<file path="src/rtl/aes_spi_pkg.sv">
// aes_spi_pkg: shared state encoding and sizing helpers for the AES SPI master.
package aes_spi_pkg;

    localparam int BLOCK_BITS = 128;

    typedef enum logic [2:0] {
        IDLE,
        SETUP,
        WRITE,
        TURN,
        READ,
        HOLD,
        DONE
    } state_t;

    // Key length in bits for a key of nk 32-bit words.
    function automatic int key_bits(input int nk);
        return 32 * nk;
    endfunction

endpackage

</file>
<file path="src/rtl/spi_clk_div.sv">
// spi_clk_div: counts DIV clk cycles per SCLK half-period and strobes the
// cycle before SCLK should rise (rise) or fall (fall). Holding run low
// parks the divider at the start of a low half-period.
module spi_clk_div #(
    parameter int DIV = 2
) (
    input  logic clk,
    input  logic rst,
    input  logic run,
    output logic rise,
    output logic fall
);

    localparam int               DIV_W = $clog2(DIV + 1);
    localparam logic [DIV_W-1:0] LAST  = DIV_W'(DIV - 1);

    logic [DIV_W-1:0] cnt;
    logic             high;
    logic             tick;

    assign tick = run && (cnt == LAST);
    assign rise = tick && !high;
    assign fall = tick && high;

    // Half-period counter plus the SCLK phase it is timing.
    always_ff @(posedge clk or negedge rst) begin
        if (!rst) begin
            cnt  <= '0;
            high <= 1'b0;
        end else if (!run) begin
            cnt  <= '0;
            high <= 1'b0;
        end else if (tick) begin
            cnt  <= '0;
            high <= !high;
        end else begin
            cnt  <= cnt + DIV_W'(1);
        end
    end

endmodule

</file>
<file path="src/rtl/aes_spi_master.sv">
// aes_spi_master: bit-serial SPI master (mode 0, MSB first) that sends a
// plaintext block and key to the AES slave, idles TURN SCLK periods, then
// reads back the 128-bit ciphertext.
// Optional feature: define AES_SPI_ABORT_EN to add the abort input.
module aes_spi_master
    import aes_spi_pkg::*;
#(
    parameter int Nk   = 4,
    parameter int DIV  = 2,
    parameter int TURN = 1
) (
    input  logic                    clk,
    input  logic                    rst,
    input  logic                    start,
    input  logic [BLOCK_BITS-1:0]   data_in,
    input  logic [key_bits(Nk)-1:0] key_in,
    output logic                    busy,
    output logic                    done,
    output logic [BLOCK_BITS-1:0]   data_out,
    output logic                    SCLK,
    output logic                    MOSI,
    input  logic                    MISO,
`ifdef AES_SPI_ABORT_EN
    input  logic                    abort,
`endif
    output logic                    CS
);

    localparam int W     = BLOCK_BITS + key_bits(Nk);
    localparam int CNT_W = $clog2(BLOCK_BITS + key_bits(8) + TURN + 1);

    localparam logic [CNT_W-1:0] WRITE_LAST = CNT_W'(W - 1);
    localparam logic [CNT_W-1:0] TURN_LAST  = CNT_W'((TURN > 0) ? TURN - 1 : 0);
    localparam logic [CNT_W-1:0] READ_LAST  = CNT_W'(BLOCK_BITS - 1);

    state_t                  state,    state_nxt;
    logic [CNT_W-1:0]        bit_cnt,  bit_cnt_nxt;
    logic [W-2:0]            tx,       tx_nxt;       // bits still to send after MOSI
    logic [BLOCK_BITS-1:0]   rx,       rx_nxt;
    logic                    aborted,  aborted_nxt;
    logic                    busy_nxt, done_nxt, sclk_nxt, mosi_nxt, cs_nxt;
    logic [BLOCK_BITS-1:0]   data_out_nxt;

    logic div_run, sclk_rise, sclk_fall;
    logic abort_hit;

`ifdef AES_SPI_ABORT_EN
    assign abort_hit = abort && (state != IDLE) && (state != DONE);
`else
    assign abort_hit = 1'b0;
`endif

    spi_clk_div #(
        .DIV (DIV)
    ) u_clk_div (
        .clk  (clk),
        .rst  (rst),
        .run  (div_run),
        .rise (sclk_rise),
        .fall (sclk_fall)
    );

    // Next-state and next-output decode for the transaction sequencer.
    always_comb begin
        // NOTE: every next value defaults to its hold value first, so no path through the case leaves one unassigned and no latch is inferred.
        state_nxt    = state;
        bit_cnt_nxt  = bit_cnt;
        tx_nxt       = tx;
        rx_nxt       = rx;
        aborted_nxt  = aborted;
        done_nxt     = 1'b0;
        data_out_nxt = data_out;
        sclk_nxt     = SCLK;
        mosi_nxt     = MOSI;
        cs_nxt       = CS;
        div_run      = (state != IDLE) && (state != DONE) && !abort_hit;

        unique case (state)
            IDLE: begin
                if (start) begin
                    state_nxt   = SETUP;
                    tx_nxt      = {data_in[BLOCK_BITS-2:0], key_in};
                    mosi_nxt    = data_in[BLOCK_BITS-1];
                    cs_nxt      = 1'b0;
                    bit_cnt_nxt = '0;
                end
            end
            SETUP: begin
                // SETUP is the low half of the first bit period.
                if (sclk_rise) begin
                    state_nxt = WRITE;
                    sclk_nxt  = 1'b1;
                end
            end
            WRITE: begin
                if (sclk_rise) sclk_nxt = 1'b1;
                if (sclk_fall) begin
                    sclk_nxt = 1'b0;
                    if (bit_cnt == WRITE_LAST) begin
                        bit_cnt_nxt = '0;
                        mosi_nxt    = 1'b0;
                        if (TURN > 0) state_nxt = aes_spi_pkg::TURN;
                        else          state_nxt = READ;
                    end else begin
                        bit_cnt_nxt = bit_cnt + CNT_W'(1);
                        mosi_nxt    = tx[W-2];
                        tx_nxt      = {tx[W-3:0], 1'b0};
                    end
                end
            end
            aes_spi_pkg::TURN: begin
                if (sclk_rise) sclk_nxt = 1'b1;
                if (sclk_fall) begin
                    sclk_nxt = 1'b0;
                    if (bit_cnt == TURN_LAST) begin
                        bit_cnt_nxt = '0;
                        state_nxt   = READ;
                    end else begin
                        bit_cnt_nxt = bit_cnt + CNT_W'(1);
                    end
                end
            end
            READ: begin
                if (sclk_rise) begin
                    sclk_nxt = 1'b1;
                    rx_nxt   = {rx[BLOCK_BITS-2:0], MISO};
                end
                if (sclk_fall) begin
                    sclk_nxt = 1'b0;
                    if (bit_cnt == READ_LAST) begin
                        bit_cnt_nxt = '0;
                        cs_nxt      = 1'b1;
                        state_nxt   = HOLD;
                    end else begin
                        bit_cnt_nxt = bit_cnt + CNT_W'(1);
                    end
                end
            end
            HOLD: begin
                // One divider half-period with CS high before finishing.
                if (sclk_rise) begin
                    state_nxt   = aborted ? IDLE : DONE;
                    aborted_nxt = 1'b0;
                end
            end
            DONE: begin
                state_nxt    = IDLE;
                done_nxt     = 1'b1;
                data_out_nxt = rx;
            end
            default: state_nxt = IDLE;
        endcase

        if (abort_hit) begin
            state_nxt   = HOLD;
            aborted_nxt = 1'b1;
            bit_cnt_nxt = '0;
            cs_nxt      = 1'b1;
            sclk_nxt    = 1'b0;
            mosi_nxt    = 1'b0;
        end

        busy_nxt = (state_nxt != IDLE);
    end

    // State, datapath and registered outputs.
    always_ff @(posedge clk or negedge rst) begin
        if (!rst) begin
            state    <= IDLE;
            bit_cnt  <= '0;
            // NOTE: the tx/rx shift registers are reset too: rx feeds data_out, and a reset mid-transaction must leave nothing partial behind.
            tx       <= '0;
            rx       <= '0;
            aborted  <= 1'b0;
            busy     <= 1'b0;
            done     <= 1'b0;
            data_out <= '0;
            SCLK     <= 1'b0;
            MOSI     <= 1'b0;
            CS       <= 1'b1;
        end else begin
            // NOTE: non-blocking assignments so every register updates from pre-edge values.
            state    <= state_nxt;
            bit_cnt  <= bit_cnt_nxt;
            tx       <= tx_nxt;
            rx       <= rx_nxt;
            aborted  <= aborted_nxt;
            busy     <= busy_nxt;
            done     <= done_nxt;
            data_out <= data_out_nxt;
            SCLK     <= sclk_nxt;
            MOSI     <= mosi_nxt;
            CS       <= cs_nxt;
        end
    end

endmodule

</file>
<file path="config.mk">
export PLATFORM = sky130hd
export DESIGN_NAME = aes_spi_master
export DESIGN_NICKNAME = d
export VERILOG_FILES = /design/src/rtl/aes_spi_pkg.sv /design/src/rtl/spi_clk_div.sv /design/src/rtl/aes_spi_master.sv
export SDC_FILE = /design/constraint.sdc
export NUM_CORES = 1
export LEC_CHECK = 0
export CAP_MARGIN = 20
export CORE_UTILIZATION = 50
export DETAILED_ROUTE_END_ITERATION = 8
export GPL_TIMING_DRIVEN = 0
export PLACE_DENSITY = 0.84
export SLEW_MARGIN = 20
export SYNTH_ARGS = -nofsm -noshare
export SYNTH_HDL_FRONTEND = slang
export SYNTH_SLANG_ARGS = --single-unit
</file>
<file path="constraint.sdc">
create_clock -name clk -period 3.8 [get_ports clk]
set_clock_uncertainty 0.05 [all_clocks]
set_input_delay 0.76 -clock clk [delete_from_list [all_inputs] [get_ports clk]]
set_output_delay 0.76 -clock clk [all_outputs]
set_load 0.01 [all_outputs]
</file>
Word-level counts from Yosys, hierarchy flattened
Index checks and enable logic that the tools add are counted.

Register bits after elaboration: 531. Bits in latches: 0. Bits in writable memories: 0. ROM bits: 0. Input bits: 260. Output and inout bits: 133. Logic and storage cells: 88. Memories kept: 0.

Add/sub/neg operators: 2. Multiply operators: 0. Div/mod/pow operators: 0. Order comparisons: 0. Equal/unequal tests: 17. Shifts and indexed selects: 0. Multiplexer cells: 38. Bitwise operators: 0. Reduce and logical (&&, ||, !) cells: 19.

Operators with widths (number): $mux W255 (3); $pmux W255 S2 (1); $mux W9 (7); $pmux W9 S4 (1); $mux W3 (9); $pmux W3 S6 (1); $ne A2 B2 Y1 const B (7); $mux W1 (11); $add A9 B1 Y9 const B (1); $eq A3 B3 Y1 const B (3); $eq A9 B7 Y1 const B (1); $eq A9 B8 Y1 const B (1); $logic_not A9 Y1 (1); $reduce_and A4 Y1 (2); $eq A3 B2 Y1 const B (2); $pmux W1 S2 (3); $reduce_bool A2 Y1 (3); $reduce_bool A3 Y1 (2); $reduce_and A5 Y1 (1); $logic_and A1 B1 Y1 (4); $mux W2 (2); $reduce_bool A4 Y1 (1); $eq A3 B1 Y1 const B (1); $logic_not A3 Y1 (1); 7 further kinds (7).

Longest topological paths before layout
Gate-level depths: netlist of run 1.

Depth in word-level cells: 7. Depth in mapped cells: 12. Mapped depth without buffers: 9.

Hierarchy
From an unflattened synthesis of run 1, not the netlist that was laid out.

Cell total of the unflattened synthesis: 2069. Area total of the unflattened synthesis: 22106.2 µm².

By module, submodules not included: aes_spi_master (instances 1, cells each 2058, area each 21981.1 µm², sequential area each 13213.9 µm²); spi_clk_div (instances 1, cells each 11, area each 125.1 µm², sequential area each 75.1 µm²).

Worst setup path after synthesis of run 1
OpenSTA, ideal clock, no wires.

Kind: reg2reg. From: register bit_cnt[0]. To: register tx[244]. Library setup time: 0.132 ns. Arrival: 2.259 ns. Data required time: 3.618 ns. Path slack: 1.359 ns. Stages on the path, launching flop included: 13. Buffers on the path: 3. Clock period less this slack: 2.441 ns. Cells stage by stage: dfrtp_1 ha_1 nand3_2 nor2_1 and3_1 ha_1 nor4b_4 o32ai_4 buf_6 buf_6 buf_2 nand2_1 o21ai_1.

Longest elaborated chain between the ends: 3.

RTL lines: start, declared (line aes_spi_master.sv:37) `logic [CNT_W-1:0] bit_cnt, bit_cnt_nxt;`; start signal, assigned (line aes_spi_master.sv:184) `bit_cnt <= bit_cnt_nxt;`; $eq A9 B8 Y1 (line aes_spi_master.sv:99) `if (bit_cnt == WRITE_LAST) begin`; $ne A2 B2 Y1 (no line); $reduce_and A4 Y1 (no line); end signal, assigned (line aes_spi_master.sv:185) `tx <= tx_nxt;`; end, declared (line aes_spi_master.sv:38) `logic [W-2:0] tx, tx_nxt;`.

Every way passes these cells. A chain may end at the register's enable or synchronous reset.

Worst setup path after layout of run 1
From: register bit_cnt[0]. To: register tx[105].

Same word-level chain as after synthesis.

==> results.yml, run 1 <==
setup_path:
  crit_arrival_ps: 3370
  worstSetupPathType: "reg -> reg"
  r2r_slack_ps: 830
  cp-endpoint: "tx[105]$_DFFE_PN0P_"
  crit_path_start_kind: "flop"
  critPathMaxFanout: 10
  r2r_end: "tx[105]$_DFFE_PN0P_"
  crit_required_ps: 4200
  cp-end-kind: "flop"
  reg2reg_depth: 10
  reg2reg_from: "bit_cnt[0]$_DFFE_PN0P_"
  critical_path.startpoint: "bit_cnt[0]$_DFFE_PN0P_"
placed_design:
  routabilityCongestion: 0.8400
  place_ws_ps: 872.4
  io_buffers: 392
  post-dp-hpwl_mm: 38.18
synth:
  ys.flop_type: "dfrtp_1"
  syn_area_um2: 22620
  synth-seq-area-share_pct: 58.74
  async_flop_share_pct: 100.0
  yosys_warnings: 0
  yosysUniqueCellTypes: 63
  synth-edff-count: 0
  syn_avg_cell_area_um2: 12.64
  synth_seq_cells: 531
  synth_fp_nets: 2053
  netlist_instances: 1789
drt:
  ant_nets: 0
  via_per_inst: 5.356
  wl_per_cell_um: 18.62
  wl_mm: 53.57
  drc: 0
  via_count: 15410
  first_iter_violations: 916
  dr.pass1.iters: 6
grt:
  grt.overflow.total: 0
  antenna_found_initial: 6
  grtUsageTotal_pct: 23.49
  grt_pass1_vias: 16350
  grt_max_degree: 105
  grt_pass1_wl_mm: 86.62
sta:
  worst_pin_slew_ps: 831.6
  rsz0062_at_grt: "false"
  finalCriticalPeriod_ps: 2969
  tns_ps: 0
  final_max_slew_viol_count: 0
  timing.slew.headroom_pct: 44.56
  setup_slack_ps: 830.8
  hold_viol_final: 0
  setup_viol: 0
  min_period_over_period_pct: 78.14
  max_freq_ghz: 0.3368
floorplan:
  die_area_um2: 46100
  die_h_um: 214.7
  fp.coreArea_um2: 44410
  rows: 77
  die_w_um: 214.7
  start_util_pct: 50.93
  io_pins: 393
cts:
  postCtsSetupBuffers: 0
  clock_latency_ps: 590
  cts.path.max_buffers: 3
  root_buffer: "clkbuf_16"
  cts.clk_slew.worst_paths_ps: 60
  cts_tree: "yes"
  numCtsBuffers: 53
  holdBufCountCts: 0
  clock_sinks: 531
  cts_resized: 0
  htreeDepth: 2
outcome:
  outcome: "finished clean"
pwr:
  p_leak_nw: 14.75
  powerDensity_nw_per_um2: 388.3
  peakVddDrop_v: 0.0003617
cells_and_area:
  drive_gt1_share_pct: 18.94
  fin_nets: 2505
  area_growth_syn_to_layout_pct: 29.05
job:
  cap_violations: 0
worst_hold_path:
  hold_class: "in -> async"
==> state kept, by name, summed over array words and instances, names as in the netlist, named ones only <==
register	cells
done	1
data_out	128
bit_cnt	9
state	3
u_clk_div.high	1
CS	1
MOSI	1
tx	255
rx	128
busy	1
u_clk_div.cnt	2
==> synthesized netlist by cell type (3+ instances only) <==
cell / n / area [um2]
buf_6: 33 / 371.6
mux2_2: 239 / 2691
o31ai_1: 5 / 37.54
mux2i_1: 254 / 2542
nor2_1: 9 / 33.78
nand3_1: 5 / 25.02
inv_1: 11 / 41.29
dfrtp_1: 530 / 13260
clkbuf_1: 31 / 116.4
clkbuf_4: 4 / 30.03
ha_1: 4 / 50.05
a211oi_1: 4 / 30.03
o21ai_0: 32 / 160.2
buf_4: 13 / 97.59
nand2_1: 262 / 983.4
nor3_1: 3 / 15.01
buf_2: 39 / 195.2
o22ai_1: 3 / 18.77
o2bb2ai_1: 3 / 26.28
a21oi_1: 5 / 25.02
o21ai_1: 228 / 1141
mux2_1: 17 / 191.4
xnor2_1: 3 / 26.28
nand2b_1: 3 / 18.77
==> cells in the final DEF (no fill, tap or decap), types with 7 or more instances in the layout <==
cell type        netlist  routed
buf_2                 39      39
buf_4                 13      13
buf_6                 33      33
clkbuf_1              31      45
clkbuf_16              0      55
clkbuf_8               0       9
clkdlybuf4s50_1        0     391
clkinv_2               0       7
dfrtp_1              530     530
inv_1                 11      11
mux2_1                17      17
mux2_2               239     239
mux2i_1              254     254
nand2_1              262     262
nor2_1                 9       9
o21ai_0               32      32
o21ai_1              228     228
==> kinds of logic (layout without fill, tap and decap cells) <==
kind of cell | after synthesis | count (layout) | synth area share [%]
xor+xnor | 5 | 5 | 0.1936
mux | 510 | 510 | 23.98
other cells | 0 | 4 | 0
simple gates | 309 | 309 | 5.918
fa+ha+maj | 4 | 4 | 0.2212
flops | 531 | 531 | 58.74
buf+inv | 131 | 623 | 3.767
compound gates | 299 | 299 | 7.174
==> power by group <==
group          total [mW]  internal, mW  switching (mW)  leakage [nW]
clock network        5.27          3.09            2.17         0.848
logic               0.413         0.255           0.159          6.53
registers            5.66          5.66        0.000779          7.37
==> final cells by class <==
cell class / instances / area (um2)
Buffer: 120 / 810.8
Inverter: 11 / 41.29
Antenna cell: 4 / 10.01
Multi-Input combinational cell: 1127 / 8481
Sequential cell: 531 / 13290
Fill cell: 3250 / 15220
Timing Repair Buffer: 397 / 4066
Clock inverter: 17 / 201.4
Clock buffer: 78 / 1553
Tap cell: 592 / 740.7
==> routing by layer <==
| metal | track usage (%) | share of wire [%] | vias to the layer above |
|---|---|---|---|
| li1 | - | - | 7181 |
| met4 | 9.214 | 3.8 | 2 |
| met3 | 5.846 | 6.1 | 111 |
| met1 | 28.66 | 41 | 7727 |
| met5 | 0 | 0.022 | - |
| met2 | 40.03 | 50 | 388 |
==> critical path, stage by stage, from the launching register on <==
cell,delay (ps)
dfrtp_1,420
ha_1,230
nand3_2,200
nor2_1,140
and3_1,210
ha_1,290
nor4b_4,100
o32ai_4,270
buf_2,360
clkbuf_1,420
o21ai_1,150
==> how the worst min path moves through the flow <==
stage | endpoint | slack, ps | start | cells past startpoint
global route | tx[25]$_DFFE_PN0P_ | 190 | rst | 1
CTS | tx[25]$_DFFE_PN0P_ | 170 | rst | 1
global placement | tx[24]$_DFFE_PN0P_ | 420 | tx[24]$_DFFE_PN0P_ | 2
finish | tx[25]$_DFFE_PN0P_ | 110 | rst | 1
floorplan | tx[10]$_DFFE_PN0P_ | 400 | tx[10]$_DFFE_PN0P_ | 2
detailed placement | tx[116]$_DFFE_PN0P_ | 420 | tx[116]$_DFFE_PN0P_ | 2
==> metrics by stage <==
step                std cells  utilization (%)  instance area (um2)  power (mW)  hold WS (ps)
CTS                      2873            65.71                29180       11.46         168.2
global route             2877            65.73                29190       11.69         193.5
global placement         2773            61.44                27290       6.168         415.3
finish                   2877            65.73                29190       11.34         106.2
detailed placement       2778            61.76                27430       6.179         424.9
floorplan                1789                -                22620       5.770         399.6
Note: power is estimated with default switching activity, not from simulation.
==> inputs of run 2 (changes only) <==
Clock period 3.8 ns to 2.9 ns, I/O delays scaled along.
==> results.yml, run 2 (synthesized netlist as in run 1, its figures left out) <==
sta:
  worst_pin_slew_ps: 782.6
  rsz0062_at_grt: "false"
  setup_slack_ps: 165.1
  tns_ps: 0
  timing.slew.headroom_pct: 47.83
  final_max_slew_viol_count: 0
  whs_ps: 433.3
  finalCriticalPeriod_ps: 2735
  max_freq_ghz: 0.3657
  hold_viol_final: 0
  setup_viol: 0
  min_period_over_period_pct: 94.31
floorplan:
  io_pins: 393
  die_w_um: 214.7
  die_area_um2: 46100
  rows: 77
  fp.coreArea_um2: 44410
  start_util_pct: 50.93
  die_h_um: 214.7
grt:
  grt_pass1_wl_mm: 86.64
  antenna_found_initial: 6
  grt.overflow.total: 0
  grt_pass1_vias: 16350
  grt_max_degree: 105
  grtUsageTotal_pct: 23.50
setup_path:
  r2r_slack_ps: 170
  crit_required_ps: 3310
  slowest_delay_ps: 420
  crit_path_start_kind: "flop"
  cp_slowest_cell: "dfrtp_1"
  critPathMaxFanout: 10
  cp_cell_sequence: "ha_1, nand3_4, nor2_1, and3_1, ha_2, nor4b_4, o32ai_4, buf_6, buf_6, buf_2, nand2_1, o21ai_1"
  worstSetupPathType: "reg -> reg"
  cp-end-kind: "flop"
  reg2reg_depth: 12
  cpMostUsedCell: "buf_6"
  crit_arrival_ps: 3140
cts:
  numCtsBuffers: 53
  htreeDepth: 2
  cts.clk_slew.worst_paths_ps: 60
  cts_tree: "yes"
  cts.path.max_buffers: 3
  clock_sinks: 531
  root_buffer: "clkbuf_16"
  clock_latency_ps: 590
drt:
  drc: 0
  wl_mm: 53.54
  via_count: 15440
  dr.pass1.iters: 5
  via_per_inst: 5.362
  ant_nets: 0
  wl_per_cell_um: 18.59
  first_iter_violations: 987
worst_hold_path:
  hold_class: "reg -> reg"
  hold_depth: 2
cells_and_area:
  biggestRegsByFlops: "tx (255), data_out (128), rx (128)"
  largest_reg_flops: 255
  final_core_util_pct: 65.86
  final_cell_mix: "dfrtp_1 (530), clkdlybuf4s50_1 (391), nand2_1 (262)"
  area_growth_syn_to_layout_pct: 29.31
  top_register: "tx"
  multi_input_area_um2: 8491
  fillers: 3241
  fin_nets: 2508
  final_common_cell: "dfrtp_1"
  drive_gt1_share_pct: 19.83
  final_area_um2: 29250
  seq_area_um2: 13290
pwr:
  p_leak_nw: 14.80
  peakVddDrop_v: 0.0004817
  powerDensity_nw_per_um2: 508.1
job:
  cap_violations: 0
placed_design:
  routabilityCongestion: 0.8400
  io_buffers: 392
  post-dp-hpwl_mm: 38.18
  place_ws_ps: -27.63
  place_area_um2: 27430
outcome:
  outcome: "finished clean"
-- run 2: changes by cell type in the layout (fill, tap and decap cells not counted), sizes merged --
cell / change
buf: +1
dlygate4sd3: +1
clkbuf: +1
-- run 2: area by class of cell --
class	instances	area share, %
diodes	4	0.03422
plain buffers	120	2.857
clock buffers	78	5.308
clock inverters	17	0.6886
inverters	11	0.1411
multi-input cells	1127	29.02
flip-flops and latches	531	45.43
well taps	592	2.532
repair buffers	400	13.99
-- run 2: timing repair --
item / in CTS / in global routing
setup buffers: 2 / 0
hold buffers: 1 / 0
gates cloned: 0 / 0
hold endpoints to repair: 51 / 0
pin swaps: 2 / 1
endpoints found under the setup margin: 134 / 244
resized for setup: 1 / 37
-- run 2: metrics by stage --
step / power (mW) / cells
detailed placement: 8.096 / 2778
global route: 15.32 / 2880
floorplan: 7.561 / 1789
global placement: 8.082 / 2773
CTS: 15.02 / 2876
finish: 14.86 / 2880
-- run 2: worst paths after layout --
path,from,to
worst max-delay path,bit_cnt[0]$_DFFE_PN0P_,tx[47]$_DFFE_PN0P_
worst min-delay path,tx[154]$_DFFE_PN0P_,tx[154]$_DFFE_PN0P_
worst max register to register,bit_cnt[0]$_DFFE_PN0P_,tx[47]$_DFFE_PN0P_
worst min register to register,tx[154]$_DFFE_PN0P_,tx[154]$_DFFE_PN0P_
max in group asynchronous,rst,rx[98]$_DFFE_PN0P_
min in group asynchronous,rst,tx[25]$_DFFE_PN0P_
-- run 2: report_power, final --
group	leakage [nW]	switching (mW)	internal [mW]	total [mW]
clock network	0.848	2.85	4.05	6.91
registers	7.37	0.00102	7.41	7.41
logic	6.58	0.209	0.334	0.543
-- run 2: worst max-delay path: cells and delay by family (launching register included) --
family,cells,cell delay (ps)
simple gates,5,810
compound gates,2,270
flops,1,420
buf+inv,3,550
fa+ha+maj,2,490
-- run 2: routing by layer --
metal	routed length [um]	vias to the layer above	share of wire [%]	GRT usage [%]
li1	-	7187	-	-
met1	21760	7737	41	28.67
met2	26570	408	50	40.03
met3	3202	109	6.0	5.846
met4	1999	2	3.7	9.214
met5	12	-	0.022	0
